`src/rtl/gray_sync_dec.sv`:
```
// Gray-code crossing receiver: synchronizes a remote gray counter into the
// local clock domain, decodes it to binary and tracks how many remote counts
// the local consumer has not yet acknowledged.
// Optional multi-bit-transition checker: define GRAY_ERR_CHK_EN to build it.
// Without it, err is tied low.

module gray_sync_dec #(
    parameter int unsigned DATA = 4,
    parameter int unsigned SYNC = 2
) (
    input  logic            clk,
    input  logic            reset_n,
    input  logic [DATA-1:0] in_gray,
    input  logic            ack,
    output logic [DATA-1:0] out_gray,
    output logic [DATA-1:0] out_bin,
    output logic [DATA-1:0] pending,
    output logic            valid,
    output logic            err
);

    localparam logic [DATA-1:0] One = DATA'(1);

    // Stage 0 captures the asynchronous input; stage SYNC-1 is the usable value.
    logic [SYNC-1:0][DATA-1:0] sync_q;

    // Count of remote increments already consumed locally (wraps freely).
    logic [DATA-1:0] rd_q;
    logic [DATA-1:0] rd_d;

    // Synchronizer chain: shift one stage per clock.
    always_ff @(posedge clk or negedge reset_n) begin
        if (!reset_n) begin
            sync_q <= '0;
        end else begin
            sync_q <= {sync_q[SYNC-2:0], in_gray};
        end
    end

    assign out_gray = sync_q[SYNC-1];

    // Gray to binary: each binary bit is the XOR of all gray bits at or above it.
    always_comb begin
        out_bin = '0;
        for (int unsigned i = 0; i < DATA; i++) begin
            out_bin[i] = ^(out_gray >> i);
        end
    end

    // Outstanding counts; modular subtraction keeps wrap-around seamless.
    assign pending = out_bin - rd_q;
    assign valid   = |pending;

    // Consume one count per acknowledged cycle, only when something is pending.
    always_comb begin
        rd_d = rd_q;
        if (ack && valid) begin
            rd_d = rd_q + One;
        end
    end

    // Consumed-pointer register.
    always_ff @(posedge clk or negedge reset_n) begin
        if (!reset_n) begin
            rd_q <= '0;
        end else begin
            rd_q <= rd_d;
        end
    end

`ifdef GRAY_ERR_CHK_EN
    logic [DATA-1:0] prev_q;
    logic [DATA-1:0] diff;
    logic            multi_bit;
    logic            err_q;

    // A legal gray step flips exactly one bit; x & (x-1) is nonzero iff >1 bit set.
    assign diff      = out_gray ^ prev_q;
    assign multi_bit = |(diff & (diff - One));

    // Remember the previous synchronized sample and latch any illegal step.
    always_ff @(posedge clk or negedge reset_n) begin
        if (!reset_n) begin
            prev_q <= '0;
            err_q  <= 1'b0;
        end else begin
            prev_q <= out_gray;
            if (multi_bit) begin
                err_q <= 1'b1;
            end
        end
    end

    assign err = err_q;
`else
    assign err = 1'b0;
`endif

endmodule
```
`config.mk`:
```
export PLATFORM = sky130hd
export DESIGN_NAME = gray_sync_dec
export DESIGN_NICKNAME = d
export VERILOG_FILES = /design/src/rtl/gray_sync_dec.sv
export SDC_FILE = /design/constraint.sdc
export NUM_CORES = 1
export LEC_CHECK = 0
export ABC_AREA = 1
export ABC_CLOCK_PERIOD_IN_PS = 7400
export CAP_MARGIN = 40
export CELL_PAD_IN_SITES_DETAIL_PLACEMENT = 1
export CELL_PAD_IN_SITES_GLOBAL_PLACEMENT = 1
export CORE_AREA = 2 2 47 49
export DETAILED_ROUTE_END_ITERATION = 7
export DIE_AREA = 0 0 49 51
export PLACE_DENSITY = 0.79
export SKIP_LAST_GASP = 1
export SLEW_MARGIN = 40
export SYNTH_ARGS = -nofsm -noshare
export SYNTH_HDL_FRONTEND = slang
export SYNTH_SLANG_ARGS = --single-unit
```
`constraint.sdc`:
```
create_clock -name clk -period 7.4 [get_ports clk]
set_clock_uncertainty 0.1 [all_clocks]
set_input_delay 1.48 -clock clk [delete_from_list [all_inputs] [get_ports clk]]
set_output_delay 1.48 -clock clk [all_outputs]
set_load 0.03 [all_outputs]
```
== Word-level counts from Yosys, hierarchy flattened ==
Cells that the tools add are included.

* Register bits: 12
* Latch bits: 0
* Memory bits (writable): 0
* Memory bits (read-only): 0
* Memories kept: 0

* Add/subtract/negate cells: 2
* Multiply operators: 0
* Div/mod/pow operators: 0
* $lt $le $gt $ge: 0
* Equal/unequal tests: 0
* Shift operators: 0
* Muxes and demuxes: 0
* Bitwise logic cells: 0
* Reductions and logical operators: 6

{| class="wikitable"
|+ Operators by type and width
! cell !! number
|-
| $reduce_xor A4 Y1 || 4
|-
| $add A4 B1 Y4 const B || 1
|-
| $reduce_or A4 Y1 || 1
|-
| $sub A4 B4 Y4 || 1
|-
| $logic_and A1 B1 Y1 || 1
|}

== Depth between registers and ports, before layout ==
Gate-level depths: netlist (run 1).

* Depth after elaboration: 4
* Depth in mapped cells: 12
* Mapped depth without buffers: 12

== Worst setup path before layout (run 1) ==
Ideal clock, no wire load.

* Path kind: register to output
* From: register sync_q, in the netlist out_gray[3]
* To: output valid
* Arrival: 2040 ps
* Required time: 5820 ps
* Setup slack: 3780 ps
* Stages on the path, launching flop included: 7
* Cells stage by stage: dfrtp_1 xor2_1 ha_1 nand2_1 nand2_1 nor2_4 nand3_4

* Word-level cells in the longest chain between the ends: 3
* Elaborated cells between the ends (all ways): 6
* Those cells by class: add/sub (1); reduce/logical (5)

{| class="wikitable"
|+ Ends and longest elaborated chain
! item !! line !! text
|-
| start, declared || 25 || <nowiki>logic [SYNC-1:0][DATA-1:0] sync_q;</nowiki>
|-
| start signal, assigned || 36 || <nowiki>sync_q <= {sync_q[SYNC-2:0], in_gray};</nowiki>
|-
| $reduce_xor A4 Y1 || 46 || <nowiki>out_bin[i] = ^(out_gray >> i);</nowiki>
|-
| via out_bin[2] || 16 || <nowiki>output logic [DATA-1:0] out_bin,</nowiki>
|-
| $sub A4 B4 Y4 || 51 || <nowiki>assign pending = out_bin - rd_q;</nowiki>
|-
| via pending[2] || 17 || <nowiki>output logic [DATA-1:0] pending,</nowiki>
|-
| $reduce_or A4 Y1 || 52 || <nowiki>assign valid = |pending;</nowiki>
|-
| end, declared || 18 || <nowiki>output logic valid,</nowiki>
|}

The timed path passes the listed nets, and every way through them passes these cells.

== Worst setup path after layout (run 1) ==
* From: register sync_q, in the netlist out_gray[3]
* To: output valid

* Word-level cells in the longest chain between the ends: 3
* Elaborated cells between the ends (all ways): 6
* Those cells by class: add/sub (1); reduce/logical (5)

{| class="wikitable"
|+ Ends and longest elaborated chain
! item !! line
|-
| $reduce_xor A4 Y1 || 46
|-
| $sub A4 B4 Y4 * || 51
|-
| $reduce_or A4 Y1 * || 52
|}

Every way passes the cells marked *; elsewhere a longest branch is shown, timed or not.

==> impl_metrics.json, run 1 <==
{
  "rows": 17,
  "ys_seq_area_frac": 0.432,
  "cp_cell_sequence": "xor2_1 -> xor2_1 -> ha_1 -> fa_1 -> inv_2 -> nand2_1 -> nand2_1 -> nor2_4 -> nand3_4 -> clkdlybuf4s50_1",
  "hold_path.class": "reg -> reg",
  "ys_seq_elements": 12,
  "cts_buffer_depth": 2,
  "leakagePower_nw": 0.450,
  "netSwitchingPower_mw": 0.169,
  "remaining_drc_errors": 0,
  "coreArea_um2": 2060,
  "ys_warn_count": 0,
  "syn_area_um2": 696,
  "layout.nets": 103,
  "vias": 500,
  "numCtsBuffers": 3,
  "synth_cell_types": 17,
  "worstSetupStartpointType": "flop",
  "seqPwrFrac": 0.253,
  "post-route-period-util": 0.598,
  "area_growth_pct": 31.1,
  "post_cts_resized": 0,
  "crit_path_top_delay_cell": "clkdlybuf4s50_1",
  "drtIter0Drc": 2,
  "critPathMaxStageDelay_ns": 0.68,
  "hpwl_um": 1180,
  "clock_latency_ns": 0.27,
  "power_frac_comb": 0.609,
  "arrival_ns": 2.84,
  "cp_max_fo": 7,
  "grt_max_degree": 13,
  "power_density_nw_per_um2": 401,
  "layout_common_cells": "19 x clkdlybuf4s50_1, 16 x nand2_1, 12 x dfrtp_1",
  "syn_nets": 85,
  "ant_nets": 0,
  "cts_setup_buffers": 0,
  "drt_first_pass_iters": 2,
  "status": "completed",
  "post-place-ws_ns": 3.24,
  "finalHoldViolCount": 0,
  "chipHeight_um": 51,
  "setup_viol": 0,
  "critPathKind": "reg -> out",
  "rsz0062_at_grt": "false",
  "synth_cells": 73,
  "hold_slack_ns": 0.251,
  "cts_root_buffer": "clkbuf_4",
  "maxSlewHeadroom": 0.666,
  "crit_path_end_kind": "output port",
  "routedWlPerCell_um": 11.2,
  "grt_use_total": 0.116,
  "grt-ovfl-total": 0,
  "num_antenna_cells": 0,
  "internal_power_mw": 0.197,
  "drv_cap": 0,
  "mostFrequentLayoutCell": "clkdlybuf4s50_1",
  "maxSlewViolCount": 0,
  "gp_congestion": 0.814,
  "setup-tns-final_ns": 0,
  "nFillCells": 231,
  "multiInputGateArea_um2": 302,
  "ir_drop_v": 0.000193,
  "grt_pass1_vias": 508,
  "drive_gt1_frac": 0.144,
  "start_util": 0.337,
  "wirelength_um": 1320,
  "fin_crit_ns": 4.42,
  "power_switching_share": 0.462,
  "portBuffers": 19,
  "dieWidth_um": 49,
  "grt_antenna_before_repair": 0,
  "path_clk_slew_ns": 0.07,
  "crit_required_ns": 5.82,
  "worst_pin_slew_ns": 0.500,
  "cts_sinks": 12,
  "fmax_ghz": 0.226,
  "die-area_um2": 2500,
  "seqCellArea_um2": 300,
  "grt_pass1_wl_um": 2040,
  "io_pins": 21,
  "ctsHoldBuffers": 0,
  "htree_levels": 1,
  "layout_setup_ws_ns": 2.98,
  "syn_avg_cell_area_um2": 9.53,
  "cts_tree": "built",
  "viasPerCell": 4.24,
  "clock_power_share": 0.138
}
-- through the flow --
step           total power [mW]   util  cells  instance area [um2]
6_report                  0.366  0.442    118                  912
5_1_grt                   0.392  0.442    118                  912
4_1_cts                   0.372  0.442    118                  912
3_5_place_dp              0.321  0.425    114                  876
3_3_place_gp              0.314  0.425    114                  876
2_1_floorplan             0.247      -     73                  696
-- final cells by class --
| class | instances | share of cell area |
|---|---|---|
| sequential | 12 | 0.329 |
| tap | 28 | 0.0384 |
| clock buffer | 4 | 0.0398 |
| inverter | 13 | 0.0535 |
| timing repair buffer | 19 | 0.209 |
| multi-input combinational | 42 | 0.331 |
-- cells in the mapped netlist --
cell type  count  area (um2)
xnor2_1        1        8.76
nand3_4        1        17.5
conb_1         1        3.75
buf_4          6        45.0
dfrtp_1       12         300
nand3_2        1        10.0
nor2_4         1        11.3
nand3_1        6        30.0
nand2_2        1        6.26
ha_1           4        50.1
xor2_1         6        52.6
nand2_4        2        22.5
inv_1         11        41.3
nand2_1       16        60.1
a21oi_2        1        8.76
inv_2          2        7.51
fa_1           1        20.0
-- flip-flops by register name, indices dropped and copies added (netlist names) --
register  cells
out_gray      4
rd_q          4
sync_q        4
-- path summary, 6_finish.rpt --
| path | start | to | slack (ns) | cells after the start |
|---|---|---|---|---|
| worst min register to register | sync_q[2]$_DFF_PN0_ | out_gray[2]$_DFF_PN0_ | 0.25 | 0 |
| worst max register to register | out_gray[3]$_DFF_PN0_ | rd_q[0]$_DFFE_PN0P_ | 5.10 | 10 |
| worst min-delay path | sync_q[2]$_DFF_PN0_ | out_gray[2]$_DFF_PN0_ | 0.25 | 0 |
| worst max-delay path | out_gray[3]$_DFF_PN0_ | valid | 2.98 | 10 |
| min in group asynchronous | reset_n | rd_q[0]$_DFFE_PN0P_ | 1.44 | 1 |
| max in group asynchronous | reset_n | out_gray[1]$_DFF_PN0_ | 5.42 | 1 |
-- power groups by stage --
stage                     Sequential, mW  Clock (mW)  Combinational [mW]
after floorplan                   0.0900           0               0.157
after global placement            0.0946           0               0.219
after detailed placement          0.0945           0               0.227
after CTS                         0.0932      0.0520               0.227
after global routing              0.0949      0.0559               0.241
final                             0.0927      0.0504               0.223
-- layer usage --
| layer | part of all wire | up-vias | global-route usage |
|---|---|---|---|
| met5 | 0 | - | 0 |
| met4 | 0.028 | 0 | 0.100 |
| met3 | 0.036 | 4 | 0.0175 |
| met2 | 0.56 | 14 | 0.231 |
| met1 | 0.37 | 237 | 0.0994 |
| li1 | - | 245 | - |
-- logic make-up (layout without fill, tap and decap cells) --
kind of cell | count (synthesis) | after routing | share of synthesized area
flops | 12 | 12 | 0.432
fa+ha+maj | 5 | 5 | 0.101
compound gates | 1 | 1 | 0.0126
other cells | 1 | 1 | 0.00539
buf+inv | 19 | 36 | 0.135
simple gates | 28 | 28 | 0.227
xor+xnor | 7 | 7 | 0.0881
-- critical path: cells and delay by family, from the launching register on --
| family | cells | cell delay (ns) |
|---|---|---|
| XOR/XNOR | 2 | 0.37 |
| flip-flops | 1 | 0.47 |
| buffers and inverters | 2 | 0.74 |
| adder cells (fa/ha/maj) | 2 | 0.66 |
| AND/OR/NAND/NOR | 4 | 0.34 |
No activity file was read; power rests on OpenSTA's default activity.
==> run 2, diff against run 1 <==
Settings changed: ABC_CLOCK_PERIOD_IN_PS 7400 to 3800, CORE_AREA 2 2 47 49 to 2 2 52 54, DIE_AREA 0 0 49 51 to 0 0 54 56, PLACE_DENSITY 0.79 to 0.68.
Clock period 7.4 ns to 3.8 ns, I/O delays scaled along.
==> impl_metrics.json, run 2 (same netlist as run 1, synthesis figures left out) <==
{
  "cp_cell_sequence": "xor2_1 -> xor2_1 -> ha_1 -> fa_1 -> inv_2 -> nand2_1 -> nand2_1 -> clkdlybuf4s50_1",
  "critPathKind": "reg -> out",
  "numCtsBuffers": 3,
  "num_antenna_cells": 0,
  "crit_path_end_kind": "output port",
  "setup_viol": 0,
  "ctsHoldBuffers": 0,
  "rsz0062_at_grt": "false",
  "drt_first_pass_iters": 4,
  "wirelength_um": 1230,
  "maxSlewViolCount": 0,
  "drv_cap": 0,
  "path_clk_slew_ns": 0.07,
  "power_switching_share": 0.461,
  "finalHoldViolCount": 0,
  "cts_root_buffer": "clkbuf_4",
  "crit_path_top_delay_cell": "clkdlybuf4s50_1",
  "ir_drop_v": 0.000376,
  "layout_common_cells": "18 x clkdlybuf4s50_1, 16 x nand2_1, 12 x dfrtp_1",
  "seqPwrFrac": 0.254,
  "fin_crit_ns": 3.51,
  "portBuffers": 19,
  "leakagePower_nw": 0.451,
  "clock_power_share": 0.136,
  "cts_buffer_depth": 2,
  "cts_tree": "built",
  "grt_pass1_vias": 518,
  "routedWlPerCell_um": 10.2,
  "grt-ovfl-total": 0,
  "htree_levels": 1,
  "io_pins": 21,
  "setup-tns-final_ns": 0,
  "coreArea_um2": 2430,
  "gp_congestion": 0.673,
  "internal_power_mw": 0.383,
  "dieWidth_um": 54,
  "critPathMaxStageDelay_ns": 0.69,
  "nFillCells": 285,
  "clock_latency_ns": 0.26,
  "layout.nets": 103,
  "worstSetupStartpointType": "flop",
  "maxSlewHeadroom": 0.661,
  "drtIter0Drc": 5,
  "chipHeight_um": 56,
  "hold_path.class": "reg -> reg",
  "status": "completed",
  "grt_use_total": 0.101,
  "viasPerCell": 4.10,
  "grt_pass1_wl_um": 2280,
  "power_frac_comb": 0.610,
  "cp_max_fo": 7,
  "hpwl_um": 1060,
  "worst_pin_slew_ns": 0.507,
  "area_growth_pct": 31.8,
  "drive_gt1_frac": 0.144,
  "start_util": 0.286,
  "arrival_ns": 2.65,
  "vias": 492,
  "grt_antenna_before_repair": 0,
  "cts_sinks": 12,
  "ant_nets": 0,
  "rows": 18,
  "die-area_um2": 3020,
  "netSwitchingPower_mw": 0.328,
  "remaining_drc_errors": 0,
  "mostFrequentLayoutCell": "clkdlybuf4s50_1",
  "power_mw": 0.711,
  "crit_required_ns": 2.94,
  "power_density_nw_per_um2": 775,
  "post-route-period-util": 0.924,
  "fmax_ghz": 0.285,
  "grt_max_degree": 13
}
-- run 2: cell types whose count changed in the layout (fill, tap and decap cells not counted), sizes merged --
cell / previous run / this run
clkdlybuf4s50: 19 / 18
dlymetal6s2s: 0 / 1
-- run 2: power by group through the flow --
stage,registers (mW),logic [mW],clock network [mW]
floorplan,0.175,0.307,0
global placement,0.184,0.427,0
detailed placement,0.184,0.440,0
CTS,0.182,0.442,0.101
global route,0.186,0.482,0.113
finish,0.181,0.434,0.0969
-- run 2: path summary, 6_finish.rpt --
path / startpoint / to / slack (ns) / cells past startpoint
hold / removal: sync_q[1]$_DFF_PN0_ / out_gray[1]$_DFF_PN0_ / 0.25 / 0
max in group asynchronous: reset_n / out_gray[3]$_DFF_PN0_ / 2.53 / 1
setup reg to reg: out_gray[3]$_DFF_PN0_ / rd_q[0]$_DFFE_PN0P_ / 1.50 / 10
hold reg to reg: sync_q[1]$_DFF_PN0_ / out_gray[1]$_DFF_PN0_ / 0.25 / 0
setup / recovery: out_gray[3]$_DFF_PN0_ / pending[2] / 0.29 / 8
min in group asynchronous: reset_n / sync_q[3]$_DFF_PN0_ / 0.73 / 1
-- run 2: metal layers --
metal  wire length (um)  GRT usage  part of all wire
met4                  0     0.0321                 0
met5                  0          0                 0
met3                 51     0.0242             0.042
met2                643      0.166              0.52
met1                529      0.128              0.43
-- run 2: final cells by class --
cell class,count,area [um2],area share
clock buffer,4,36.3,0.0396
multi-input combinational,42,302,0.329
inverter,13,48.8,0.0532
tap,30,37.5,0.0409
sequential,12,300,0.327
timing repair buffer,19,193,0.210
-- run 2: metrics by stage --
stage               cell area, um2   util  setup slack (ns)  hold slack, ns  instances
finish                         917  0.377             0.289           0.250        120
global route                   917  0.377            0.0897           0.273        120
CTS                            915  0.376            0.0926           0.253        120
detailed placement             878  0.361             0.388           0.236        116
global placement               878  0.361             0.465           0.233        116
floorplan                      696      -             0.900           0.231         73
-- run 2: critical path, delay by kind of cell, from the launching register on --
kind	cells	cell delay (ns)
DFF	1	0.47
xor gates and xnor gates	2	0.36
buffers and inverters	2	0.75
adders and majority gates	2	0.66
and+or+nand+nor	2	0.17
-- run 2: repair_timing --
action                                  in CTS  in global routing
endpoints found under the setup margin       0                  1
setup buffers                                0                  0
resized for setup                            0                  1
==> run 3, diff against run 2 <==
Settings changed: CORE_AREA 2 2 52 54 to 2 2 59 47, DIE_AREA 0 0 54 56 to 0 0 61 49, PLACE_DENSITY 0.68 to 0.7, SETUP_SLACK_MARGIN set to 0.02.
==> impl_metrics.json, run 3 (same netlist as run 1, synthesis figures left out) <==
{
  "fin_area_um2": 925,
  "dieWidth_um": 61,
  "htree_levels": 1,
  "routedWlPerCell_um": 10.4,
  "drtIter0Drc": 9,
  "status": "completed",
  "grt_use_total": 0.102,
  "arrival_ns": 2.67,
  "portBuffers": 19,
  "r2r-end": "rd_q[1]$_DFFE_PN0P_",
  "hold_path.class": "reg -> reg",
  "ctsHoldBuffers": 0,
  "coreArea_um2": 2460,
  "rsz0062_at_grt": "false",
  "cts_sinks": 12,
  "power_density_nw_per_um2": 776,
  "die-area_um2": 2990,
  "grt_pass1_vias": 487,
  "layout_common_cells": "18 x clkdlybuf4s50_1, 16 x nand2_1, 12 x dfrtp_1",
  "hold_start": "sync_q[1]$_DFF_PN0_",
  "stdcell_count": 126,
  "dp_cells": 122,
  "ir_drop_v": 0.000275,
  "fin_crit_ns": 3.53,
  "cts_root_buffer": "clkbuf_4",
  "setup-tns-final_ns": 0,
  "cp-startpoint": "out_gray[3]$_DFF_PN0_",
  "reg2reg_from": "out_gray[3]$_DFF_PN0_",
  "numCtsBuffers": 3,
  "fmax_ghz": 0.283,
  "grt_antenna_before_repair": 0,
  "grt-ovfl-total": 0,
  "leakagePower_nw": 0.451,
  "postPlaceCellArea_um2": 886,
  "drt_first_pass_iters": 2,
  "chipHeight_um": 49,
  "clock_latency_ns": 0.27,
  "post-route-period-util": 0.930,
  "area_growth_pct": 32.9,
  "grt_pass1_wl_um": 2240,
  "worst_pin_slew_ns": 0.528,
  "r2r_cells": 9,
  "cts_tree": "built",
  "vias": 492,
  "viasPerCell": 3.90,
  "grt_max_degree": 13,
  "mostFrequentLayoutCell": "clkdlybuf4s50_1",
  "rows": 16,
  "num_antenna_cells": 0,
  "worstSetupStartpointType": "flop",
  "io_pins": 21,
  "drive_gt1_frac": 0.144,
  "cp-endpoint": "pending[2]",
  "maxSlewViolCount": 0,
  "cp_max_fo": 7,
  "critPathKind": "reg -> out",
  "gp_congestion": 0.675,
  "crit_path_end_kind": "output port",
  "fin_util": 0.376,
  "cts_buffer_depth": 2,
  "cts_setup_buffers": 0,
  "finalHoldViolCount": 0,
  "layout.nets": 103,
  "r2r_slack_ns": 1.50,
  "wirelength_um": 1310,
  "maxSlewHeadroom": 0.647,
  "setup_viol": 0,
  "start_util": 0.283,
  "path_clk_slew_ns": 0.07,
  "drv_cap": 0,
  "crit_required_ns": 2.94,
  "ant_nets": 0,
  "remaining_drc_errors": 0,
  "hpwl_um": 1140
}
-- run 3: final cells by class --
cell class,instances,area [um2]
fill,300,1540
clock buffer,4,36.3
inverter,13,48.8
sequential,12,300
multi-input combinational,42,302
tap,36,45.0
timing repair buffer,19,193
-- run 3: metrics by stage --
stage / hold WS (ns) / power [mW] / setup WS [ns]
after floorplan: 0.231 / 0.482 / 0.900
after global placement: 0.234 / 0.612 / 0.428
after detailed placement: 0.236 / 0.630 / 0.366
after CTS: 0.252 / 0.731 / 0.0710
after global routing: 0.267 / 0.779 / 0.110
final: 0.250 / 0.718 / 0.267
-- run 3: worst min path at each step --
stage | end | slack (ns) | depth (start not counted)
5_1_grt | out_gray[3]$_DFF_PN0_ | 0.27 | 0
6_report | out_gray[1]$_DFF_PN0_ | 0.25 | 0
3_3_place_gp | out_gray[0]$_DFF_PN0_ | 0.23 | 0
2_1_floorplan | out_gray[0]$_DFF_PN0_ | 0.23 | 0
4_1_cts | out_gray[1]$_DFF_PN0_ | 0.25 | 0
3_5_place_dp | out_gray[1]$_DFF_PN0_ | 0.24 | 0
-- run 3: where the power goes --
| group | internal [mW] | switching (mW) |
|---|---|---|
| clock | 0.0582 | 0.0405 |
| combinational | 0.173 | 0.263 |
| sequential | 0.151 | 0.0314 |
| total | 0.383 | 0.335 |
-- run 3: repair_timing --
action / 4_1_cts / 5_1_grt
gates resized for setup: 0 / 1
endpoints found under the setup margin: 0 / 1
endpoints found under the hold margin: 0 / 0
-- run 3: per-layer routing --
layer	share of wire	GRT usage	up-vias	routed length (um)
li1	-	-	246	-
met1	0.43	0.128	229	561
met2	0.50	0.165	17	659
met3	0.067	0.0371	0	88
met4	0	0.0217	0	0
met5	0	0	-	0
-- run 3: worst max-delay path: stages (launching register included) --
cell	delay, ns
dfrtp_1	0.46
xor2_1	0.18
xor2_1	0.17
ha_1	0.24
fa_1	0.42
inv_2	0.06
nand2_1	0.04
nand2_1	0.12
clkdlybuf4s50_1	0.69
==> RTL change (flow settings as in run 3) <==
Add a define of `GRAY_ERR_CHK_EN`.
--- a/src/rtl/gray_sync_dec.sv
+++ b/src/rtl/gray_sync_dec.sv
@@ -4,4 +4,6 @@
 // Optional multi-bit-transition checker: define GRAY_ERR_CHK_EN to build it.
 // Without it, err is tied low.
+
+`define GRAY_ERR_CHK_EN
 
 module gray_sync_dec #(
Function: changed (Yosys sat finds a counterexample within 4 cycles, from zero or initial values and one cycle with reset_n low).
==> RTL change against run 3 <==
Global-route usage is 3.1 points higher; register-to-register slack worse by 0.39 ns; synthesized area increased by 25%; final cell count grew 17%; sequential share of layout area grew 5.5 points; sequential cell count rose by 5; setup slack improved by 0.012 ns; core utilization up 7.9 points; non-clock buffer count increased by 3; power is 2.3% higher; design area rose by 21%; wire length is 18% higher; highest routed layer is now met4.
==> RTL change: results (changes against run 3) <==
global_routing:
  grt_pass1_vias: 627  # +29%
  grt_pass1_wl_um: 2790  # +25%
  antenna_found_initial: 0  # unchanged
  grt_usage_pct: 13.3  # +3.1 points
  grt_max_degree: 18  # +5
synth:
  yosys-top-cells-count: "nand2_1, dfrtp_1, inv_1"
  yosysSeqAreaShare_pct: 48.9  # +5.8 points
  synth_fp_nets: 102  # +20%
  syn-instance-count: 90  # +23%
  synth_area_leaders: "dfrtp_1, nand2_1, ha_1, inv_1, buf_4"
  async_flop_share_pct: 100  # unchanged
  synth.distinct_cells: 19  # +2
  yosysWarnings: 0  # unchanged
drt:
  wl_um: 1550  # +18%
  wl_per_cell_um: 10.5  # +1.2%
  drtIter0Drc: 5  # -4
  vias_per_cell: 4.11  # +5.2%
  dr.pass1.iters: 2  # unchanged
setup_path:
  worstPathArrival_ns: 2.66  # about the same
  crit_fanout: 5  # -2
cells_and_area:
  nFillCells: 283  # -5.7%
  layout-drive-gt1-share_pct: 13.5  # -0.93 points
  diodes: 0  # unchanged
  fin_nets: 124  # +20%
power_and_ir_drop:
  irDropWorstVdd_v: 0.000299  # +8.7%
  leakage_nw: 0.570  # +26%
clock_tree:
  cts_buffers: 3  # unchanged
  cts-root-buf: "clkbuf_4"
  postCtsSetupBuffers: 0  # unchanged
  clk_path_buf_depth: 2  # unchanged
  clk_latency_ns: 0.29  # +0.02 ns
  ctsHtreeMaxLevel: 1  # unchanged
  clk_pin_slew_worst_paths_ns: 0.10  # +0.03 ns
sta:
  finalMaxSlewViolations: 0  # unchanged
  tightest_slew_ns: 0.363  # -0.165 ns
hold_path:
  min_path_type: "primary input to asynchronous set/reset pin"
placement:
  place_inst: 143  # +17%
  portBuffers: 20  # +1
  gp_congestion: 0.724  # +7.1%
  place.detailed.hpwl_um: 1330  # +17%
status:
  status: "complete, no violations"
==> RTL change: cell type report <==
cell class	count	area, sq um	share of cell area [%]
clock buffer	3	22.5	2.01
clock inverter	1	7.51	0.670
inverter	14	52.6	4.69
multi-input combinational	54	354	31.6
sequential	17	425	38.0
tap	36	45.0	4.02
timing repair buffer	22	213	19.0
==> RTL change: stage by stage <==
| step | instance area [sq um] | power, mW | hold WS [ns] | setup slack (ns) |
|---|---|---|---|---|
| final | 1120 | 0.734 | 0.259 | 0.279 |
| after global routing | 1120 | 0.809 | 0.269 | 0.0704 |
| after CTS | 1120 | 0.759 | 0.267 | 0.0251 |
| after detailed placement | 1090 | 0.662 | 0.236 | 0.169 |
| after global placement | 1090 | 0.650 | 0.234 | 0.197 |
| after floorplan | 870 | 0.512 | 0.231 | 0.159 |
==> RTL change: cell families after synthesis <==
kind of cell / synth area share [%]
AO/OA/AOI/OAI: 0.575
XOR/XNOR: 10.1
adder cells (fa/ha/maj): 8.06
buffers and inverters: 10.4
flip-flops: 48.9
AND/OR/NAND/NOR: 22.0
==> RTL change: routing by layer <==
layer,vias to the layer above,GRT usage (%),wire length (um)
li1,306,-,-
met3,5,5.84,85
met1,280,15.9,695
met2,13,20.6,739
met4,0,5.43,25
met5,-,0,0
==> RTL change: critical path: stages, from the launching register on <==
cell and delay [ns]:
dfrtp_1 0.44, inv_1 0.07, nand2_1 0.08, nand2_4 0.10
xor2_4 0.21, xor2_2 0.18, inv_2 0.04, ha_1 0.21
fa_1 0.50, nand2_1 0.06, nor2_1 0.18, nand3_4 0.10
clkbuf_2 0.19
==> RTL change: where the power goes <==
group / total (mW) / internal (mW) / leakage [nW] / switching, mW
combinational: 0.400 / 0.159 / 0.358 / 0.241
clock: 0.0968 / 0.0401 / 0.0139 / 0.0567
sequential: 0.237 / 0.208 / 0.198 / 0.0292
total: 0.734 / 0.407 / 0.570 / 0.327
==> RTL change: final timing paths <==
| kind | start | to | slack, ns | cells past startpoint |
|---|---|---|---|---|
| worst max register to register | out_gray[2]$_DFF_PN0_ | rd_q[0]$_DFFE_PN0P_ | 1.11 | 15 |
| worst max-delay path | out_gray[2]$_DFF_PN0_ | valid | 0.28 | 12 |
| min in group clk | sync_q[2]$_DFF_PN0_ | out_gray[2]$_DFF_PN0_ | 0.26 | 0 |
| max in group asynchronous | reset_n | prev_q[3]$_DFF_PN0_ | 3.07 | 1 |
| worst min-delay path | reset_n | out_gray[0]$_DFF_PN0_ | 0.26 | 1 |
| worst min register to register | sync_q[2]$_DFF_PN0_ | out_gray[2]$_DFF_PN0_ | 0.26 | 0 |
==> RTL change: what timing repair did <==
item                                    CTS  global route
endpoints found under the setup margin    1             4
hold endpoints to repair                  0             0
resized for setup                         1             5
